<file path="src/rtl/vend_coin_controller.sv">
// vend_coin_controller: coin-accepting vending control FSM.
//
// Accepts 5c/10c/25c coins, accumulates credit in 5c units, requests a
// dispense once credit covers the price, then pays change one coin per edge
// (largest coin that fits). All state updates on the falling edge of DCLK;
// DRES is an asynchronous active-low reset.
//
// Optional feature (macro VEND_TIMEOUT_EN): an 8-bit wait counter in VEND.
// If no dispense_ack arrives within TIMEOUT_CYC edges, the request drops,
// a sticky fault flag sets and the full credit is refunded via CHANGE.
// Without the macro VEND waits indefinitely and fault is tied low.
//
// Ports:
//   DCLK          in   clock, falling-edge active
//   DRES          in   async active-low reset
//   coin_valid    in   coin present this cycle
//   coin_type     in   00=5c 01=10c 10=25c 11=slug
//   cancel        in   refund request (honoured in ACCUM only)
//   dispense_ack  in   dispenser released the item
//   dispense_req  out  level request, high while in VEND
//   change_valid  out  one-edge pulse: eject change_coin
//   change_coin   out  coin to eject, coin_type encoding
//   coin_reject   out  one-edge pulse: return the inserted coin
//   credit        out  credit in 5c units
//   state_code    out  FSM state (0 IDLE, 1 ACCUM, 2 VEND, 3 CHANGE)
//   fault         out  sticky dispense-timeout flag
module vend_coin_controller #(
  parameter int unsigned PRICE_CENTS = 65,
  parameter int unsigned TIMEOUT_CYC = 255
) (
  input  logic       DCLK,
  input  logic       DRES,
  input  logic       coin_valid,
  input  logic [1:0] coin_type,
  input  logic       cancel,
  input  logic       dispense_ack,
  output logic       dispense_req,
  output logic       change_valid,
  output logic [1:0] change_coin,
  output logic       coin_reject,
  output logic [4:0] credit,
  output logic [3:0] state_code,
  output logic       fault
);

  // Elaboration-time guard on the configuration range.
  if ((PRICE_CENTS % 5) != 0 || PRICE_CENTS < 5 || PRICE_CENTS > 155 ||
      TIMEOUT_CYC < 1 || TIMEOUT_CYC > 255) begin : gen_bad_param
    $error("vend_coin_controller: parameter out of range");
  end

  localparam logic [4:0] Price = 5'(PRICE_CENTS / 5);

  typedef enum logic [3:0] {
    StIdle   = 4'd0,
    StAccum  = 4'd1,
    StVend   = 4'd2,
    StChange = 4'd3
  } state_e;

  state_e     state_q, state_d;
  logic [4:0] credit_q, credit_d;
  logic       req_q, req_d;
  logic       change_valid_q, change_valid_d;
  logic [1:0] change_coin_q, change_coin_d;
  logic       coin_reject_q, coin_reject_d;

  logic [2:0] coin_val;
  logic [5:0] coin_sum;
  logic       coin_ok;

  logic [1:0] chg_code;
  logic [2:0] chg_val;
  logic [4:0] chg_left;

`ifdef VEND_TIMEOUT_EN
  localparam logic [7:0] WaitLast = 8'(TIMEOUT_CYC - 1);
  logic [7:0] wait_q, wait_d;
  logic       fault_q, fault_d;
`endif

  always_comb begin
    coin_val = 3'd0;
    unique case (coin_type)
      2'b00:   coin_val = 3'd1;
      2'b01:   coin_val = 3'd2;
      2'b10:   coin_val = 3'd5;
      default: coin_val = 3'd0;
    endcase
  end

  // 6-bit sum so an overflow past 31 units is visible before truncation.
  assign coin_sum = {1'b0, credit_q} + {3'b000, coin_val};
  assign coin_ok  = coin_valid && (coin_type != 2'b11) && (coin_sum <= 6'd31);

  // Largest change coin that fits the remaining credit.
  always_comb begin
    if (credit_q >= 5'd5) begin
      chg_code = 2'b10;
      chg_val  = 3'd5;
    end else if (credit_q >= 5'd2) begin
      chg_code = 2'b01;
      chg_val  = 3'd2;
    end else begin
      chg_code = 2'b00;
      chg_val  = 3'd1;
    end
    chg_left = credit_q - {2'b00, chg_val};
  end

  always_comb begin
    state_d        = state_q;
    credit_d       = credit_q;
    change_valid_d = 1'b0;
    change_coin_d  = 2'b00;
    // Any presented coin is returned unless a state below accepts it.
    coin_reject_d  = coin_valid;
`ifdef VEND_TIMEOUT_EN
    fault_d        = fault_q;
`endif

    case (state_q)
      StIdle: begin
        if (coin_ok) begin
          credit_d      = coin_sum[4:0];
          coin_reject_d = 1'b0;
          state_d       = (coin_sum[4:0] >= Price) ? StVend : StAccum;
        end
      end
      StAccum: begin
        // cancel takes priority; a simultaneous coin stays rejected.
        if (cancel) begin
          state_d = StChange;
        end else if (coin_ok) begin
          credit_d      = coin_sum[4:0];
          coin_reject_d = 1'b0;
          if (coin_sum[4:0] >= Price) state_d = StVend;
        end
      end
      StVend: begin
        if (dispense_ack) begin
          credit_d = credit_q - Price;
          state_d  = (credit_q != Price) ? StChange : StIdle;
        end
`ifdef VEND_TIMEOUT_EN
        else if (wait_q == WaitLast) begin
          // Refund everything; credit is left untouched.
          fault_d = 1'b1;
          state_d = StChange;
        end
`endif
      end
      StChange: begin
        if (credit_q == 5'd0) begin
          state_d = StIdle;
        end else begin
          credit_d       = chg_left;
          change_valid_d = 1'b1;
          change_coin_d  = chg_code;
          if (chg_left == 5'd0) state_d = StIdle;
        end
      end
      default: begin
        state_d  = StIdle;
        credit_d = 5'd0;
      end
    endcase

    req_d = (state_d == StVend);
  end

`ifdef VEND_TIMEOUT_EN
  // Counts edges spent in VEND; restarts on every VEND entry.
  assign wait_d = (state_q == StVend && state_d == StVend) ? wait_q + 8'd1 : 8'd0;
`endif

  always_ff @(negedge DCLK or negedge DRES) begin
    if (!DRES) begin
      state_q        <= StIdle;
      credit_q       <= 5'd0;
      req_q          <= 1'b0;
      change_valid_q <= 1'b0;
      change_coin_q  <= 2'b00;
      coin_reject_q  <= 1'b0;
`ifdef VEND_TIMEOUT_EN
      wait_q         <= 8'd0;
      fault_q        <= 1'b0;
`endif
    end else begin
      state_q        <= state_d;
      credit_q       <= credit_d;
      req_q          <= req_d;
      change_valid_q <= change_valid_d;
      change_coin_q  <= change_coin_d;
      coin_reject_q  <= coin_reject_d;
`ifdef VEND_TIMEOUT_EN
      wait_q         <= wait_d;
      fault_q        <= fault_d;
`endif
    end
  end

  assign dispense_req = req_q;
  assign change_valid = change_valid_q;
  assign change_coin  = change_coin_q;
  assign coin_reject  = coin_reject_q;
  assign credit       = credit_q;
  assign state_code   = state_q;
`ifdef VEND_TIMEOUT_EN
  assign fault        = fault_q;
`else
  assign fault        = 1'b0;
`endif

endmodule

</file>
<file path="config.mk">
export PLATFORM = sky130hd
export DESIGN_NAME = vend_coin_controller
export DESIGN_NICKNAME = d
export VERILOG_FILES = /design/src/rtl/vend_coin_controller.sv
export SDC_FILE = /design/constraint.sdc
export NUM_CORES = 1
export LEC_CHECK = 0
export ABC_CLOCK_PERIOD_IN_PS = 9500
export BUFFER_PORTS_ARGS = -buffer_cell sky130_fd_sc_hd__buf_4
export CAP_MARGIN = 10
export CORE_MARGIN = 1.5
export CORE_UTILIZATION = 60
export CTS_CLUSTER_SIZE = 10
export DETAILED_ROUTE_END_ITERATION = 8
export PLACE_DENSITY = 0.87
export RECOVER_POWER = 100
export SLEW_MARGIN = 40
export SYNTH_ARGS = -nofsm -noshare
export SYNTH_HDL_FRONTEND = slang
export SYNTH_SLANG_ARGS = --single-unit
</file>
<file path="constraint.sdc">
create_clock -name DCLK -period 9.5 [get_ports DCLK]
set_input_delay 1.9 -clock DCLK [delete_from_list [all_inputs] [get_ports DCLK]]
set_output_delay 1.9 -clock DCLK [all_outputs]
set_load 0.05 [all_outputs]
</file>
### Yosys cells after proc, flatten, opt, wreduce, memory -nomap -nowiden

Cells that the tools add are included.

* register bits after elaboration: 14
* bits in latches: 0
* bits in writable memories: 0
* bits in read-only memories: 0
* bits of input ports: 7
* output and inout bits: 15
* word-level logic and storage cells: 58
* memories kept: 0

* add/sub/neg operators: 3
* $mul: 0
* divide/modulo/power cells: 0
* $lt $le $gt $ge: 4
* equal/unequal tests: 11
* shifts and indexed selects: 0
* mux-type cells: 27
* bitwise gates (word level): 0
* reduce and logical (&&, ||, !) cells: 7

Operator list (number)
* 4-bit 2-to-1 mux: 7
* 5-bit 2-to-1 mux: 4
* 5-bit one-hot mux with 4 select lines: 1
* 4-bit one-hot mux with 4 select lines: 1
* 4-bit by 2-bit equality test with 1-bit output, second input constant: 3
* 2-bit 2-to-1 mux: 6
* 5-bit zero test: 2
* 3-bit one-hot mux with 3 select lines: 1
* 2-bit inequality test, second input constant: 4
* 5-bit by 3-bit adder with 6-bit output: 1
* 6-bit by 5-bit <= comparator with 1-bit output, second input constant: 1
* 5-bit by 2-bit greater-or-equal comparator with 1-bit output, second input constant: 1
* 5-bit by 3-bit greater-or-equal comparator with 1-bit output, second input constant: 1
* 5-bit by 4-bit greater-or-equal comparator with 1-bit output, second input constant: 1
* 1-bit 2-to-1 mux: 5
* 5-bit by 4-bit inequality test with 1-bit output, second input constant: 1
* 5-bit by 3-bit subtractor with 5-bit output: 1
* 5-bit by 4-bit subtractor with 5-bit output, second input constant: 1
* 4-bit by 1-bit equality test with 1-bit output, second input constant: 1
* 4-bit zero test: 1
* 3-bit 2-to-1 mux: 1
* 3-bit AND reduction: 1
* 2-bit by 1-bit equality test with 1-bit output, second input constant: 1
* 2-bit equality test, second input constant: 1
* 3 further kinds: 4

### Depth between registers and ports, before layout

Gate-level depths: netlist of run 1.

* depth after elaboration: 9
* depth in mapped cells: 13
* mapped depth without buffers: 13

==> results.sh, run 1 <==
export IMPL_cts_tree="built"
export IMPL_ys_types=49
export IMPL_rsz0062_at_grt="false"
export IMPL_grt_max_degree=17
export IMPL_synthArstFlopShare_pct=100
export IMPL_synth_edff_count=0
export IMPL_initial_core_util_pct=64.2
export IMPL_critPathKind="in -> reg"
export IMPL_synth_largest_area_cell="dfrtn_1"
export IMPL_nets=186
export IMPL_min_path_type="reg -> reg"
export IMPL_synth_area_um2=1260
export IMPL_grt_pass1_vias=1143
export IMPL_port_buffers=20
export IMPL_clock_latency_ns=0.28
export IMPL_power_switching_uw=53.1
export IMPL_hold_buffers=0
export IMPL_finClkSkew_ns=0.00330
export IMPL_path_clk_slew_ns=0.06
export IMPL_hold_viol=0
export IMPL_cap_viol_max_count=0
export IMPL_core_um2=1960
export IMPL_hpwl_mm=2.46
export IMPL_areaGrowthSynthToFinish_pct=9.73
export IMPL_synth_ff_latch_count=14
export IMPL_power_frac_comb_pct=30.2
export IMPL_wl_per_cell_um=16.9
export IMPL_die_width_um=48.8
export IMPL_clk_path_buf_depth=2
export IMPL_cts_made_buffers=3
export IMPL_p_seq_share_pct=42.8
export IMPL_slew_headroom_pct=51.2
export IMPL_path_common_cell="inv_1"
export IMPL_cpMaxStageDelayCell="fa_1"
export IMPL_powerDensity_nw_per_um2=112
export IMPL_pre_cts_ws_ns=0.898
export IMPL_ioPinCount=22
export IMPL_worst_slew_pin_slew_ns=0.732
export IMPL_critical_path_top_delay_family="adder cells"
export IMPL_synth_most_common_cell="dfrtn_1"
export IMPL_ys_flop_type="dfrtn_1"
export IMPL_num_vias=1248
export IMPL_dpl_cell_area_um2=1420
export IMPL_clockRootBuffer="clkbuf_4"
export IMPL_worst_path_buf_inv=3
export IMPL_finalSetupViolations=0
export IMPL_detailedRoute_firstPassIterationCount=5
export IMPL_netlist_top_cells_area="dfrtn_1 (28%), ha_1 (9.9%), a21oi_1 (5.2%)"
export IMPL_clkPwrFrac_pct=27.0
export IMPL_cts_setup_buffers=0
export IMPL_drive_gt1_share_pct=8.43
export IMPL_synth_commonest_cells="dfrtn_1 (14), a21oi_1 (13), nor2_1 (12)"
export IMPL_syn_inst=146
export IMPL_antenna_cells=0
export IMPL_design_area_um2=1380
export IMPL_avgSynthCellArea_um2=8.63
export IMPL_worstPathMaxFanout=4
export IMPL_outcome="complete, no violations"
export IMPL_drc_errors=0
export IMPL_cts_sinks=14
export IMPL_antenna_found_initial=0
export IMPL_drt_antenna_violating_nets=0
export IMPL_drt_iter0_drc=80
export IMPL_die_area_um2=2380
export IMPL_ir_drop_uv=119
export IMPL_p_leak_uw=0.000607
export IMPL_tns_ns=0
export IMPL_worst_setup_path_end_kind="flop"
export IMPL_grt_first_pass_wirelength_mm=5.34
export IMPL_vias_per_cell=6.47
export IMPL_yosysSeqAreaShare_pct=27.8
export IMPL_power_share_switching_pct=34.3
export IMPL_htreeDepth=1
export IMPL_crit_path_max_incr_delay_ns=0.44
export IMPL_drt_total_wl_mm=3.26
export IMPL_crit_path_start_kind="input pin"
export IMPL_cts_resized=0
export IMPL_p_int_uw=101
export IMPL_synth_warnings=0
export IMPL_grt_use_total_pct=28.8
export IMPL_die_h_um=48.8
export IMPL_rows=16
export IMPL_path_cells="clkbuf_1 -> inv_1 -> ha_1 -> inv_1 -> fa_1 -> xnor2_1 -> nand2_1 -> or3_1 -> a31o_2 -> a21oi_1"
export IMPL_crit_required_ns=5.05
export IMPL_yosysTopAreaCellShare_pct=27.8
export IMPL_gp_congestion=0.961
export IMPL_slew_violations=0
export IMPL_cp_arrival_ns=3.92
export IMPL_grt_ovfl_total=0
export IMPL_finalWorstSetupSlack_ns=1.13
[final cells by class]
type                            count  area (µm²)
Multi-Input combinational cell    117         835
Fill cell                         178         579
Sequential cell                    14         350
Timing Repair Buffer               20        86.3
Inverter                           11        41.3
Clock buffer                        4        36.3
Tap cell                           27        33.8
[worst reg2reg max path: stages, from the launching register on]
cell and delay [ns]:
dfrtn_1 0.62, inv_1 0.20, ha_1 0.25, o31a_1 0.23, nor3_1 0.34, o31ai_1 0.28, fa_1 0.50, a211oi_2 0.23
xnor2_1 0.18, nor4b_2 0.41, o21ai_1 0.15, a41o_1 0.22
[stage by stage]
stage | cells | utilization (%) | hold slack, ns | power, µW
global placement | 189 | 72.3 | 0.680 | 113
global route | 193 | 70.5 | 0.719 | 163
detailed placement | 189 | 72.3 | 0.677 | 115
floorplan | 148 | - | 0.850 | 101
finish | 193 | 70.5 | 0.698 | 155
CTS | 193 | 74.2 | 0.682 | 157
[power groups by stage]
stage / registers [µW] / clock network (µW) / logic, µW
3_5_place_dp: 67.1 / 0 / 48.1
4_1_cts: 66.0 / 42.7 / 48.3
2_1_floorplan: 71.7 / 0 / 29.7
3_3_place_gp: 67.1 / 0 / 46.2
6_report: 66.1 / 41.7 / 46.7
5_1_grt: 66.5 / 45.6 / 50.5
[layout by cell type (no fill, tap or decap), types with 2 or more instances in the layout]
cell type / instances
o211ai_1: 2
fa_1: 2
a41o_1: 2
dfrtn_1: 14
ha_1: 10
a21o_1: 2
a211oi_1: 4
and3_1: 2
nor2_1: 13
nand3b_1: 2
nand3_1: 6
buf_4: 3
clkbuf_4: 3
o211a_1: 2
or3_1: 3
a21boi_0: 2
clkbuf_1: 17
o21ai_0: 6
nand2_1: 7
a21oi_1: 13
nor2b_1: 2
xnor2_1: 3
inv_1: 11
nor3_1: 2
conb_1: 3
nand2b_1: 5
[logic make-up (layout without fill, tap and decap cells)]
kind of cell               after synthesis  after routing  synth area share [%]
muxes                                    1              1                 0.894
AOI/OAI and AO/OA                       48             48                  26.9
adders and majority gates               12             12                  13.1
and+or+nand+nor                         50             50                  23.0
buffers and inverters                   17             35                  5.86
xor gates and xnor gates                 3              3                  2.09
DFF                                     14             14                  27.8
other                                    1              3                 0.298
[state kept, by name (all words and copies together) (netlist names)]
signal	count
dispense_req	1
credit	5
change_coin	2
state_code	4
coin_reject	1
change_valid	1
[final timing paths]
| check | start | to | slack, ns | cells after the start |
|---|---|---|---|---|
| worst max-delay path | coin_type[0] | dispense_req | 1.13 | 10 |
| worst min-delay path | credit[0] | credit[0] | 0.70 | 2 |
| worst max register to register | credit[1] | state_code[0] | 5.76 | 11 |
| worst min register to register | credit[0] | credit[0] | 0.70 | 2 |
| max in group asynchronous | DRES | state_code[2] | 2.73 | 1 |
| min in group asynchronous | DRES | change_valid | 6.28 | 1 |
[layer usage]
layer | track usage (%) | share of wire (%) | vias to the layer above
met5 | 0 | 0 | -
met1 | 39.2 | 39 | 572
met4 | 6.19 | 1.7 | 0
met3 | 5.52 | 11 | 14
li1 | - | - | 571
met2 | 47.7 | 48 | 91
(Power assumes the default switching activity.)
==> run 2, diff against run 1 <==
CORE_ASPECT_RATIO = 0.5   (was unset)
CORE_UTILIZATION = 33   (was 60)
PLACE_DENSITY = 0.54   (was 0.87)
==> run 2 against run 1 <==
- total power rose by 12%
- utilization fell by 30 points
- largest cell class unchanged
- sequential cell count did not move
==> results.sh, run 2 (synthesis gave the netlist of run 1 again) <==
export IMPL_path_clk_slew_ns=0.05
export IMPL_ioPinCount=22
export IMPL_final_common_cell="clkbuf_1"
export IMPL_worst_setup_path_end_kind="flop"
export IMPL_drt_antenna_violating_nets=0
export IMPL_die_h_um=46.7
export IMPL_crit_start="coin_type[0]"
export IMPL_clockRootBuffer="clkbuf_8"
export IMPL_clkPwrFrac_pct=35.1
export IMPL_cts_resized=0
export IMPL_p_total_uw=173
export IMPL_crit_required_ns=5.04
export IMPL_port_buffers=20
export IMPL_grt_max_degree=17
export IMPL_hp_start="credit[0]"
export IMPL_cts_setup_buffers=0
export IMPL_min_path_cells=2
export IMPL_outcome="complete, no violations"
export IMPL_power_share_switching_pct=33.3
export IMPL_rsz0062_at_grt="false"
export IMPL_ff2ff_path_depth=12
export IMPL_die_area_um2=4220
export IMPL_cp_arrival_ns=3.86
export IMPL_worst_slew_pin_slew_ns=0.832
export IMPL_worstPathMaxFanout=4
export IMPL_detailedRoute_firstPassIterationCount=4
export IMPL_areaGrowthSynthToFinish_pct=13.8
export IMPL_slew_headroom_pct=44.5
export IMPL_grt_pass1_vias=1108
export IMPL_instances_no_fill=217
export IMPL_clk_path_buf_depth=2
export IMPL_antenna_cells=0
export IMPL_finalWorstSetupSlack_ns=1.18
export IMPL_drt_iter0_drc=188
export IMPL_power_switching_uw=57.6
export IMPL_final_cell_mix="clkbuf_1 (17), dfrtn_1 (14), a21oi_1 (13)"
export IMPL_wl_per_cell_um=15.3
export IMPL_crit_path_start_kind="input pin"
export IMPL_power_frac_comb_pct=26.5
export IMPL_cap_viol_max_count=0
export IMPL_gp_congestion=0.856
export IMPL_largest_reg_flops=5
export IMPL_htreeDepth=1
export IMPL_critPathKind="in -> reg"
export IMPL_drive_gt1_share_pct=9.04
export IMPL_hpwl_mm=2.49
export IMPL_rows=15
export IMPL_pre_cts_ws_ns=0.928
export IMPL_slew_violations=0
export IMPL_ir_drop_uv=49.2
export IMPL_grt_use_total_pct=17.8
export IMPL_nets=186
export IMPL_dpl_cell_area_um2=1450
export IMPL_design_area_um2=1430
export IMPL_drt_total_wl_mm=3.31
export IMPL_fillers=377
export IMPL_min_path_type="reg -> reg"
export IMPL_powerDensity_nw_per_um2=120
export IMPL_core_um2=3550
export IMPL_p_int_uw=115
export IMPL_clock_latency_ns=0.27
export IMPL_r2r_start="credit[1]"
export IMPL_hold_buffers=0
export IMPL_cts_made_buffers=3
export IMPL_drc_errors=0
export IMPL_cts_sinks=14
export IMPL_p_seq_share_pct=38.3
export IMPL_hold_viol=0
export IMPL_vias_per_cell=5.35
export IMPL_initial_core_util_pct=35.5
export IMPL_tns_ns=0
export IMPL_p_leak_uw=0.000615
export IMPL_die_width_um=90.4
export IMPL_grt_ovfl_total=0
export IMPL_antenna_found_initial=0
export IMPL_finClkSkew_ns=0.00483
export IMPL_finalSetupViolations=0
export IMPL_dpl_cell_count=213
export IMPL_num_vias=1161
export IMPL_cts_tree="built"
export IMPL_grt_first_pass_wirelength_mm=5.64
==> run 2: cell counts in the layout (fill, tap and decap cells not counted) <==
Identical to the previous run, type by type.
==> run 2: worst max-delay path, cell delays in order <==
cell      delay, ns
clkbuf_1       0.11
inv_1          0.07
ha_1           0.17
inv_1          0.06
fa_1           0.43
xnor2_1        0.31
nand2_1        0.11
or3_1          0.32
a31o_2         0.25
a21oi_1        0.14
==> run 2: metal layers <==
layer  GRT usage (%)  routed length [µm]
met1            25.0                1740
met2            27.7                1290
met3            3.30                 243
met4            6.35                  36
met5               0                   0
==> run 2: power groups by stage <==
stage	combinational [µW]	clock, µW	sequential (µW)
5_1_grt	51.7	63.2	66.7
6_report	45.8	60.7	66.2
3_3_place_gp	47.6	0	67.2
4_1_cts	48.2	62.3	66.2
2_1_floorplan	29.7	0	71.7
3_5_place_dp	47.8	0	67.2
==> run 2: layout make-up <==
type / instances / area [µm²] / share of cell area [%]
multi-input combinational: 117 / 837 / 58.4
sequential: 14 / 350 / 24.4
inverter: 11 / 41.3 / 2.88
tap: 51 / 63.8 / 4.45
timing repair buffer: 20 / 86.3 / 6.02
clock buffer: 4 / 55.1 / 3.84
==> run 2: stage by stage <==
stage	util [%]	hold slack, ns
3_3_place_gp	40.8	0.690
2_1_floorplan	-	0.850
4_1_cts	42.4	0.682
5_1_grt	40.4	0.717
6_report	40.4	0.683
3_5_place_dp	40.8	0.685
==> run 2: path summary, 6_finish.rpt <==
path | endpoint | slack [ns]
max | dispense_req | 1.18
max reg2reg | state_code[0] | 5.83
max in group asynchronous | credit[2] | 2.62
min reg2reg | credit[0] | 0.68
min in group asynchronous | credit[1] | 6.33
min | credit[0] | 0.68
